[src/rtl/mem_ctrl_pkg.sv]
// Shared encodings and byte helpers for the byte-serial memory controller.
// The `True/`False guards let this file coexist with an earlier definition.
`ifndef True
`define True 1'b1
`endif
`ifndef False
`define False 1'b0
`endif

package mem_ctrl_pkg;

    typedef enum logic [1:0] {
        ST_IDLE = 2'd0,
        ST_RD   = 2'd1,
        ST_WR   = 2'd2,
        ST_DONE = 2'd3
    } state_e;

    typedef enum logic {
        OWN_IF  = 1'b0,
        OWN_MEM = 1'b1
    } owner_e;

    localparam logic [2:0] LEN_B = 3'd1;
    localparam logic [2:0] LEN_H = 3'd2;
    localparam logic [2:0] LEN_W = 3'd4;

    function automatic logic [2:0] decode_len(input logic [2:0] len);
        case (len)
            LEN_B:   return LEN_B;
            LEN_H:   return LEN_H;
            default: return LEN_W;
        endcase
    endfunction

    // Byte 0 starts a fresh word so short loads come out zero-extended.
    function automatic logic [31:0] put_byte(input logic [31:0] word,
                                             input logic [1:0]  idx,
                                             input logic [7:0]  b);
        logic [31:0] r;
        r = (idx == 2'd0) ? 32'd0 : word;
        r[{idx, 3'b000} +: 8] = b;
        return r;
    endfunction

    function automatic logic [7:0] get_byte(input logic [31:0] word,
                                            input logic [1:0]  idx);
        return word[{idx, 3'b000} +: 8];
    endfunction

endpackage

[src/rtl/mem_ctrl.sv]
// Byte-serial arbiter between IF fetches / MEM loads-stores and an 8-bit
// synchronous RAM. One access in flight; MEM wins over IF.
`ifndef True
`define True 1'b1
`endif
`ifndef False
`define False 1'b0
`endif

module mem_ctrl
    import mem_ctrl_pkg::*;
#(
    parameter int ADDR_W = 32
) (
    input  logic              clk,
    input  logic              rst_n,
    input  logic              rdy,
    input  logic              clr,
    input  logic              if_req,
    input  logic [ADDR_W-1:0] if_addr,
    output logic              if_done,
    output logic [31:0]       if_inst,
    input  logic              mem_req,
    input  logic              mem_we,
    input  logic [2:0]        mem_len,
    input  logic [ADDR_W-1:0] mem_addr,
    input  logic [31:0]       mem_wdata,
    output logic              mem_done,
    output logic [31:0]       mem_rdata,
    input  logic [7:0]        ram_din,
    output logic [7:0]        ram_dout,
    output logic [ADDR_W-1:0] ram_a,
    output logic              ram_wr
);

    state_e            state_q;
    owner_e            owner_q;
    logic [2:0]        cnt_q;
    logic [2:0]        len_q;
    logic [ADDR_W-1:0] addr_q;
    logic [31:0]       wdata_q;
    logic [31:0]       if_inst_q;
    logic [31:0]       mem_rdata_q;
    logic [1:0]        cap_idx;

    // RAM data lags the address by one cycle, so the byte arriving now is cnt-1.
    assign cap_idx = cnt_q[1:0] - 2'd1;

    always_ff @(posedge clk or negedge rst_n) begin
        if (!rst_n) begin
            state_q     <= ST_IDLE;
            owner_q     <= OWN_IF;
            cnt_q       <= 3'd0;
            len_q       <= 3'd0;
            addr_q      <= '0;
            wdata_q     <= 32'd0;
            if_inst_q   <= 32'd0;
            mem_rdata_q <= 32'd0;
        end else if (rdy) begin
            case (state_q)
                ST_IDLE: begin
                    if (mem_req) begin
                        owner_q <= OWN_MEM;
                        addr_q  <= mem_addr;
                        len_q   <= decode_len(mem_len);
                        wdata_q <= mem_wdata;
                        cnt_q   <= 3'd0;
                        state_q <= mem_we ? ST_WR : ST_RD;
                    end else if (if_req && !clr) begin
                        owner_q <= OWN_IF;
                        addr_q  <= if_addr;
                        len_q   <= LEN_W;
                        wdata_q <= 32'd0;
                        cnt_q   <= 3'd0;
                        state_q <= ST_RD;
                    end
                end
                ST_RD: begin
                    if (owner_q == OWN_IF && clr) begin
                        cnt_q   <= 3'd0;
                        state_q <= ST_IDLE;
                    end else begin
                        if (cnt_q != 3'd0) begin
                            if (owner_q == OWN_IF)
                                if_inst_q <= put_byte(if_inst_q, cap_idx, ram_din);
                            else
                                mem_rdata_q <= put_byte(mem_rdata_q, cap_idx, ram_din);
                        end
                        if (cnt_q == len_q)
                            state_q <= ST_DONE;
                        else
                            cnt_q <= cnt_q + 3'd1;
                    end
                end
                ST_WR: begin
                    if (cnt_q == len_q - 3'd1)
                        state_q <= ST_DONE;
                    else
                        cnt_q <= cnt_q + 3'd1;
                end
                ST_DONE: begin
                    cnt_q   <= 3'd0;
                    state_q <= ST_IDLE;
                end
                default: state_q <= ST_IDLE;
            endcase
        end
    end

    always_comb begin
        ram_a    = '0;
        ram_dout = 8'd0;
        ram_wr   = `False;
        if_done  = `False;
        mem_done = `False;
        case (state_q)
            ST_RD: begin
                if (cnt_q < len_q)
                    ram_a = addr_q + ADDR_W'(cnt_q);
            end
            ST_WR: begin
                ram_a    = addr_q + ADDR_W'(cnt_q);
                ram_dout = get_byte(wdata_q, cnt_q[1:0]);
                ram_wr   = rdy;
            end
            ST_DONE: begin
                // A flush landing on the IF completion cycle cancels the pulse.
                if (owner_q == OWN_IF && !clr)
                    if_done = `True;
                if (owner_q == OWN_MEM)
                    mem_done = `True;
            end
            default: ;
        endcase
    end

    assign if_inst   = if_inst_q;
    assign mem_rdata = mem_rdata_q;

endmodule

[config.mk]
export PLATFORM = sky130hd
export DESIGN_NAME = mem_ctrl
export DESIGN_NICKNAME = d
export VERILOG_FILES = /design/src/rtl/mem_ctrl_pkg.sv /design/src/rtl/mem_ctrl.sv
export SDC_FILE = /design/constraint.sdc
export NUM_CORES = 1
export LEC_CHECK = 0
export BUFFER_PORTS_ARGS = -buffer_cell sky130_fd_sc_hd__buf_2
export CORE_MARGIN = 3
export CORE_UTILIZATION = 45
export CTS_CLUSTER_SIZE = 20
export DETAILED_ROUTE_END_ITERATION = 16
export PLACE_DENSITY = 0.69
export SKIP_LAST_GASP = 1
export SYNTH_ARGS = -nofsm -noshare
export SYNTH_HDL_FRONTEND = slang
export SYNTH_SLANG_ARGS = --single-unit
[constraint.sdc]
create_clock -name clk -period 4 [get_ports clk]
set_input_delay 0.4 -clock clk [delete_from_list [all_inputs] [get_ports clk]]
set_output_delay 0.4 -clock clk [all_outputs]
set_load 0.01 [all_outputs]
**Word-level counts from Yosys, hierarchy flattened**

Cells that the tools add are included.

- Order comparisons: 1
- Add/sub/neg operators: 5
- Bitwise logic cells: 2
- Shift-type cells: 3
- Multiplexer cells: 34
- Reduce and logical (&&, ||, !) cells: 13
- Equal/unequal tests: 12

Operators by type and width:

| operator | count |
|---|---|
| 32-bit 2-to-1 mux | 7 |
| 32-bit bitwise mux | 2 |
| 32-bit case mux with 2 select lines | 1 |
| 32-bit by 3-bit adder with 32-bit output | 1 |
| 8-bit by 7-bit variable shift with 32-bit output, first input constant | 1 |
| 32-bit by 6-bit variable part select with 8-bit output | 1 |
| 8-bit by 7-bit variable part select with 32-bit output | 1 |
| 3-bit 2-to-1 mux | 7 |
| 2-bit 2-to-1 mux | 6 |
| 3-bit case mux with 4 select lines | 1 |
| 5-bit AND reduction | 2 |
| 3-bit inequality test, second input constant | 3 |
| 8-bit 2-to-1 mux | 1 |
| 2-bit case mux with 4 select lines | 1 |
| 4-bit AND reduction | 2 |
| 1-bit 2-to-1 mux | 7 |
| 5-bit negator with 7-bit output | 1 |
| 3-bit == test | 2 |
| 3-bit case mux with 2 select lines | 1 |
| 2-bit == test, second input constant | 2 |
| 2-bit logical NOT | 2 |
| 2-bit inequality test, second input constant | 2 |
| 3-bit by 1-bit adder with 3-bit output, second input constant | 1 |
| 3-bit by 1-bit == test with 1-bit output, second input constant | 1 |
| other kinds (11) | 14 |

- Bits of input ports: 114
- Logic and storage cells: 78
- Output and inout bits: 107
- Register bits after elaboration: 137

**Depth between registers and ports, before layout**

Gate-level depths: netlist of the first run.

- Word-level depth: 5
- Gate-level depth with buffers: 9
- Depth with buffers taken out: 6

**Worst setup path before layout of the first run**

Ideal clock, no wire load.

- Kind: register to register
- Start: register cnt_q[0]
- End: register cnt_q[2]
- Setup time: 122 ps
- Stages on the path, launching flop included: 9
- Required time: 3,878 ps
- Setup slack: 1,170 ps
- Path buffers: 2
- Period minus slack after synthesis: 2,830 ps
- Arrival time: 2,709 ps
- Cells stage by stage: dfrtp_1 -> clkbuf_1 -> buf_1 -> inv_1 -> ha_1 -> and3_1 -> and3_1 -> or4b_2 -> o2bb2ai_1

- Word-level cells in the longest chain between the ends: 4

Ends and longest elaborated chain:

| item | line | source |
|---|---|---|
| start: declaration | mem_ctrl.sv:38 | `logic [2:0] cnt_q;` |
| start signal: assignment | mem_ctrl.sv:92 | `cnt_q <= cnt_q + 3'd1;` |
| start signal: assignment | mem_ctrl.sv:99 | `cnt_q <= cnt_q + 3'd1;` |
| 3-bit by 1-bit adder with 3-bit output | mem_ctrl.sv:92, mem_ctrl.sv:99 |  |
| 3-bit 2-to-1 mux | mem_ctrl.sv:89 | `if (cnt_q == len_q)` |
| 3-bit 2-to-1 mux | mem_ctrl.sv:79 | `if (owner_q == OWN_IF && clr) begin` |
| 3-bit case mux with 4 select lines | mem_ctrl.sv:60 | `case (state_q)` |

Parallel ways exist; a longest one is shown, timed or not. The select of a mux whose other input is x is not followed.
A chain may end at the register's enable or synchronous reset.

**Final worst setup path of the first run**

- Start: register cnt_q[0]
- End: output ram_a[25]

- Word-level cells in the longest chain between the ends: 3

Ends and longest elaborated chain:

| item | line | source |
|---|---|---|
| 32-bit by 3-bit adder with 32-bit output or 3-bit less-than comparator (tied branches) | mem_ctrl.sv:119, mem_ctrl.sv:122, mem_ctrl.sv:118 |  |
| 32-bit 2-to-1 mux | mem_ctrl.sv:118 | `if (cnt_q < len_q)` |
| 32-bit case mux with 2 select lines (*) | mem_ctrl.sv:116 | `case (state_q)` |
| end: declaration | mem_ctrl.sv:32 | `output logic [ADDR_W-1:0] ram_a,` |

Every way passes the cells marked *; elsewhere a longest branch is shown, timed or not.

==> results.sh, run 1 <==
export IMPL_initialDrtViolationCount=271
export IMPL_synth_xor_area_share_pct=2.321
export IMPL_synth_edf_count=0
export IMPL_cts_tree="built"
export IMPL_grtUsageTotal_pct=21.97
export IMPL_avgSynthCellArea_um2=11.14
export IMPL_synthesis_area_um2=7062
export IMPL_numPortBuffers=220
export IMPL_wl_per_cell_um=17.53
export IMPL_cp_start_kind="register"
export IMPL_clk_pin_slew_ps=60
export IMPL_fin_ws_ps=403.4
export IMPL_r2r_slack_ps=1210
export IMPL_drc_errors=0
export IMPL_tightest_slew_ps=1155
export IMPL_total_power_mw=5.324
export IMPL_die_area_um2=17230
export IMPL_design_core_area_um2=15260
export IMPL_maxSlewViolCount=0
export IMPL_synthToLayoutAreaGrowth_pct=26.63
export IMPL_die_x_um=131.3
export IMPL_multiInputGateArea_um2=3441
export IMPL_synthMuxAreaShare_pct=15.63
export IMPL_peakVddDrop_v=0.0003385
export IMPL_synthFlopType="dfrtp_1"
export IMPL_cts_buffers=17
export IMPL_grt_overflow=0
export IMPL_clk_latency_ps=420
export IMPL_synth_area_leader_cell="dfrtp_1"
export IMPL_clock_sinks=137
export IMPL_post_synth_top_count_cell="dfrtp_1"
export IMPL_maxCapViolCount=0
export IMPL_regArea_um2=3428
export IMPL_synth_compound_area_share_pct=13.64
export IMPL_ant_nets=0
export IMPL_path_max_fanout=28
export IMPL_die_h_um=131.3
export IMPL_grt_setup_unrepaired="false"
export IMPL_slew_limit_headroom_pct=22.98
export IMPL_worst_clock_skew_ps=10.64
export IMPL_min_period_over_period_pct=89.91
export IMPL_fin_hold_ws_ps=41.32
export IMPL_syn_nets=765
export IMPL_synth_seq_cells=137
export IMPL_nets=976
export IMPL_fin_util_pct=58.61
export IMPL_synthTopCellsByCount="dfrtp_1 (137), nand2_1 (58), mux2_2 (50)"
export IMPL_r2r_start="cnt_q[0]$_DFFE_PN0P_"
export IMPL_io_pins=221
export IMPL_worstSetupPathType="reg -> out"
export IMPL_hold_viol=0
export IMPL_h_tree_depth=4
export IMPL_start_util_pct=46.28
export IMPL_yosys_area_share_simple_pct=14.01
export IMPL_drive_gt1_share_pct=37.18
export IMPL_synthTopCellsByArea="dfrtp_1 (49%), mux2_2 (8.0%), a22o_1 (6.0%)"
export IMPL_n_antenna_cell=0
export IMPL_synth_warnings=0
export IMPL_vias=5788
export IMPL_netlist_instances=634
export IMPL_synth_fa_ha_area_share_pct=3.118
export IMPL_r2r_end="if_inst[28]$_DFFE_PN0P_"
export IMPL_firstDrtPassIters=4
export IMPL_antenna_found_initial=2
export IMPL_postCtsResizedCells=0
export IMPL_rows=45
export IMPL_yosys_area_top_type_share_pct=48.55
export IMPL_cp_arrival_ps=3200
export IMPL_cp_required_ps=3600
export IMPL_setup_violations=0
export IMPL_gp_congestion=0.8393
export IMPL_synth_cell_types=53
export IMPL_min_period_ps=3597
export IMPL_cts_setup_buffers=0
export IMPL_outcome="finished clean"
export IMPL_synthArstFlopShare_pct=100.0
export IMPL_power_leakage_nw=4.579
export IMPL_grt_pass1_wl_um=30910
export IMPL_power_density_nw_per_um2=595.4
export IMPL_grt_pass1_vias=6071
export IMPL_pre_cts_slack_ps=799.4
export IMPL_viasPerCell=5.414
export IMPL_hp_class="in -> async"
export IMPL_setup_tns_ps=0
export IMPL_clockBufferDepth=2
export IMPL_dpl_hpwl_um=13790
export IMPL_max_freq_ghz=0.2780
export IMPL_synth_top_family_by_area="multiplexers"
export IMPL_grt_max_degree=101
export IMPL_wl_um=18740
export IMPL_cp_end_kind="output pin"
export IMPL_yosysSeqAreaShare_pct=48.55
export IMPL_fillers=1302
export IMPL_ctsHoldBuffers=0
export IMPL_cts_root_buf="clkbuf_16"
export IMPL_rr_worst_depth=7
[logic make-up after synthesis]
kind of cell | Yosys count
AO/OA/AOI/OAI | 137
XOR/XNOR | 17
adder cells (fa/ha/maj) | 17
buffers and inverters | 49
flip-flops | 137
multiplexers | 94
AND/OR/NAND/NOR | 183
[power breakdown]
group | internal [mW] | switching (mW) | total [mW]
clock | 0.986 | 0.603 | 1.59
combinational | 0.761 | 0.877 | 1.64
sequential | 1.75 | 0.352 | 2.10
[metal layers]
layer  wire length [um]  global-route usage (%)
met5                 13                       0
met3               1319                   6.853
met2               9043                   36.58
met4                229                   7.293
met1               8134                   27.35
[state kept, by name (all words and copies together), names as in the netlist]
register and cells:
addr_q 32, cnt_q 3, if_inst 32, len_q 3, mem_rdata 32, owner_q 1, state_q 2, wdata_q 32
[placed cells by master, fill, tap and decap left out, types with 5 or more instances in the layout]
cell / count
a21oi_1: 19
a22o_1: 48
and2_1: 33
and3_1: 5
and4_1: 5
buf_2: 219
buf_4: 6
clkbuf_16: 17
dfrtp_1: 137
ha_1: 16
inv_1: 15
mux2_2: 50
mux2i_1: 36
mux4_2: 8
nand2_1: 58
nand3_1: 13
nand4_1: 7
nor2_1: 26
nor2b_1: 5
o21ai_0: 37
o31ai_1: 12
or4_1: 12
xnor2_1: 11
xor2_1: 5
[area by class of cell]
class,count,share of cell area (%)
clock inverter,13,1.875
multi-input combinational,448,38.48
clock buffer,19,4.841
tap,211,2.952
timing repair buffer,226,12.89
inverter,15,0.6296
sequential,137,38.34
[worst max-delay path, cell delays in order (launching register included)]
cell     delay, ps
dfrtp_1        540
buf_4          270
inv_1          170
ha_1           180
nor2b_1         40
o21ai_1        370
nand2_1        650
a21oi_1        370
buf_2          180
[through the flow]
step,instance area [um^2],std cells
global placement,8342,1037
CTS,8942,1069
global route,8942,1069
floorplan,7062,634
detailed placement,8342,1037
finish,8942,1069
[how the worst max path moves through the flow]
stage                                     from                   end  slack [ps]  cells after the start
final                     cnt_q[0]$_DFFE_PN0P_             ram_a[25]         400                      8
after global routing      cnt_q[0]$_DFFE_PN0P_             ram_a[27]          70                      8
after CTS                 cnt_q[0]$_DFFE_PN0P_             ram_a[27]         350                      8
after detailed placement  cnt_q[0]$_DFFE_PN0P_             ram_a[27]         800                      8
after global placement    cnt_q[0]$_DFFE_PN0P_             ram_a[21]        1010                      8
after floorplan           cnt_q[0]$_DFFE_PN0P_  cnt_q[2]$_DFFE_PN0P_        1170                      8
(Power assumes the default switching activity.)
==> run 2, diff against run 1 <==
Settings changed: PLACE_DENSITY 0.69 to 0.72.
==> run 2 against run 1 <==
Compared with the run above:
- clock power grew 5%
- sequential cell count is the same
- final cell count is essentially flat
- maximum frequency grew 0.16%
- non-clock buffer count grew 1
- worst setup slack gained 5.8 ps
- clock skew shrank 3.6 ps
- global-route usage shrank 0.59 points
- power grew 1.3%
- cell area grew 0.49%
- critical path depth shrank 2
- utilization grew 0.29 points
- critical path type unchanged
==> results.sh, run 2 (synthesized netlist as in run 1, its figures left out) <==
export IMPL_die_h_um=131.3
export IMPL_design_core_area_um2=15260
export IMPL_drive_gt1_share_pct=37.37
export IMPL_maxSlewViolCount=0
export IMPL_power_density_nw_per_um2=600.3
export IMPL_clk_latency_ps=410
export IMPL_final_cell_mix="buf_2 (219), dfrtp_1 (137), nand2_1 (58), mux2_2 (50), a22o_1 (48)"
export IMPL_cts_tree="built"
export IMPL_hold_viol=0
export IMPL_multiInputGateArea_um2=3441
export IMPL_clk_pin_slew_ps=60
export IMPL_peakVddDrop_v=0.0003823
export IMPL_dpl_hpwl_um=13320
export IMPL_cpPeakStageDelay_ps=770
export IMPL_outcome="finished clean"
export IMPL_grtUsageTotal_pct=21.37
export IMPL_hp_class="in -> reg"
export IMPL_min_period_ps=3591
export IMPL_n_antenna_cell=0
export IMPL_die_x_um=131.3
export IMPL_slew_limit_headroom_pct=38.12
export IMPL_cp_required_ps=3600
export IMPL_synthToLayoutAreaGrowth_pct=27.25
export IMPL_wl_per_cell_um=17.20
export IMPL_grt_max_degree=101
export IMPL_worst_clock_skew_ps=7.091
export IMPL_mostFrequentLayoutCell="buf_2"
export IMPL_vias=5692
export IMPL_setup_tns_ps=0
export IMPL_antenna_found_initial=0
export IMPL_worstPathCellList="ha_1 > nor2b_1 > o21ai_1 > nand2_1 > a21oi_1 > buf_2"
export IMPL_min_period_over_period_pct=89.77
export IMPL_regArea_um2=3428
export IMPL_cts_root_buf="clkbuf_16"
export IMPL_fillers=1349
export IMPL_maxCapViolCount=0
export IMPL_postCtsResizedCells=0
export IMPL_numPortBuffers=220
export IMPL_start_util_pct=46.28
export IMPL_drc_errors=0
export IMPL_io_pins=221
export IMPL_cp_slowest_cell="dfrtp_1"
export IMPL_initialDrtViolationCount=295
export IMPL_grt_setup_unrepaired="false"
export IMPL_grt_pass1_wl_um=29900
export IMPL_tightest_slew_ps=926.0
export IMPL_grt_overflow=0
export IMPL_fin_ws_ps=409.3
export IMPL_wl_um=18400
export IMPL_cp_arrival_ps=3190
export IMPL_gp_congestion=0.8500
export IMPL_die_area_um2=17230
export IMPL_max_freq_ghz=0.2785
export IMPL_path_max_fanout=28
export IMPL_viasPerCell=5.320
export IMPL_cts_setup_buffers=0
export IMPL_clockBufferDepth=2
export IMPL_power_leakage_nw=4.604
export IMPL_h_tree_depth=4
export IMPL_cp_start_kind="register"
export IMPL_total_power_mw=5.394
export IMPL_firstDrtPassIters=4
export IMPL_worstSetupPathType="reg -> out"
export IMPL_grt_pass1_vias=5701
export IMPL_pre_cts_slack_ps=777.3
export IMPL_cts_buffers=17
export IMPL_setup_violations=0
export IMPL_clock_sinks=137
export IMPL_rows=45
export IMPL_nets=977
export IMPL_cp_end_kind="output pin"
export IMPL_ant_nets=0
## run 2: path summary, 6_finish.rpt
kind	startpoint	endpoint	slack, ps	depth (start not counted)
worst min-delay path	mem_wdata[20]	wdata_q[20]$_DFFE_PN0P_	200	2
worst max-delay path	cnt_q[1]$_DFFE_PN0P_	ram_a[25]	410	6
min in group asynchronous	rst_n	addr_q[11]$_DFFE_PN0P_	550	2
worst max register to register	cnt_q[1]$_DFFE_PN0P_	if_inst[29]$_DFFE_PN0P_	1330	6
worst min register to register	addr_q[2]$_DFFE_PN0P_	addr_q[2]$_DFFE_PN0P_	490	2
max in group asynchronous	rst_n	if_inst[15]$_DFFE_PN0P_	2520	3
## run 2: final cells by class
class                           count  area share (%)
Clock buffer                       19           5.040
Clock inverter                     13           2.019
Inverter                           15          0.6266
Multi-Input combinational cell    448           38.29
Sequential cell                   137           38.15
Tap cell                          211           2.938
Timing Repair Buffer              227           12.94
## run 2: critical path: cells and delay by family, from the launching register on
kind	cells	cell delay, ps
adders and majority gates	1	350
DFF	1	770
and+or+nand+nor	2	770
AOI/OAI and AO/OA	2	690
buffers and inverters	1	180
## run 2: timing repair
item | in CTS | in global routing
hold endpoints to repair | 7 | 0
setup endpoints to repair | 0 | 0
hold buffers | 1 | 0
## run 2: power breakdown
group / leakage (nW) / switching (mW) / internal [mW]
combinational: 2.48 / 0.869 / 0.761
clock: 0.309 / 0.636 / 1.03
sequential: 1.81 / 0.348 / 1.74
total: 4.60 / 1.85 / 3.54
## run 2: routing by layer
metal | up-vias | wire [um] | GRT usage [%]
met5 | - | 0 | 0
met4 | 0 | 246 | 6.243
met3 | 15 | 1393 | 7.389
met2 | 181 | 8626 | 33.78
met1 | 2737 | 8134 | 28.08
li1 | 2759 | - | -
## run 2: stage by stage
stage	utilization [%]	hold WS, ps	area (um^2)	cells
floorplan	-	104.4	7062	634
global placement	54.67	438.0	8342	1037
detailed placement	54.67	438.2	8342	1037
CTS	58.89	181.7	8986	1070
global route	58.89	179.7	8986	1070
finish	58.89	197.3	8986	1070
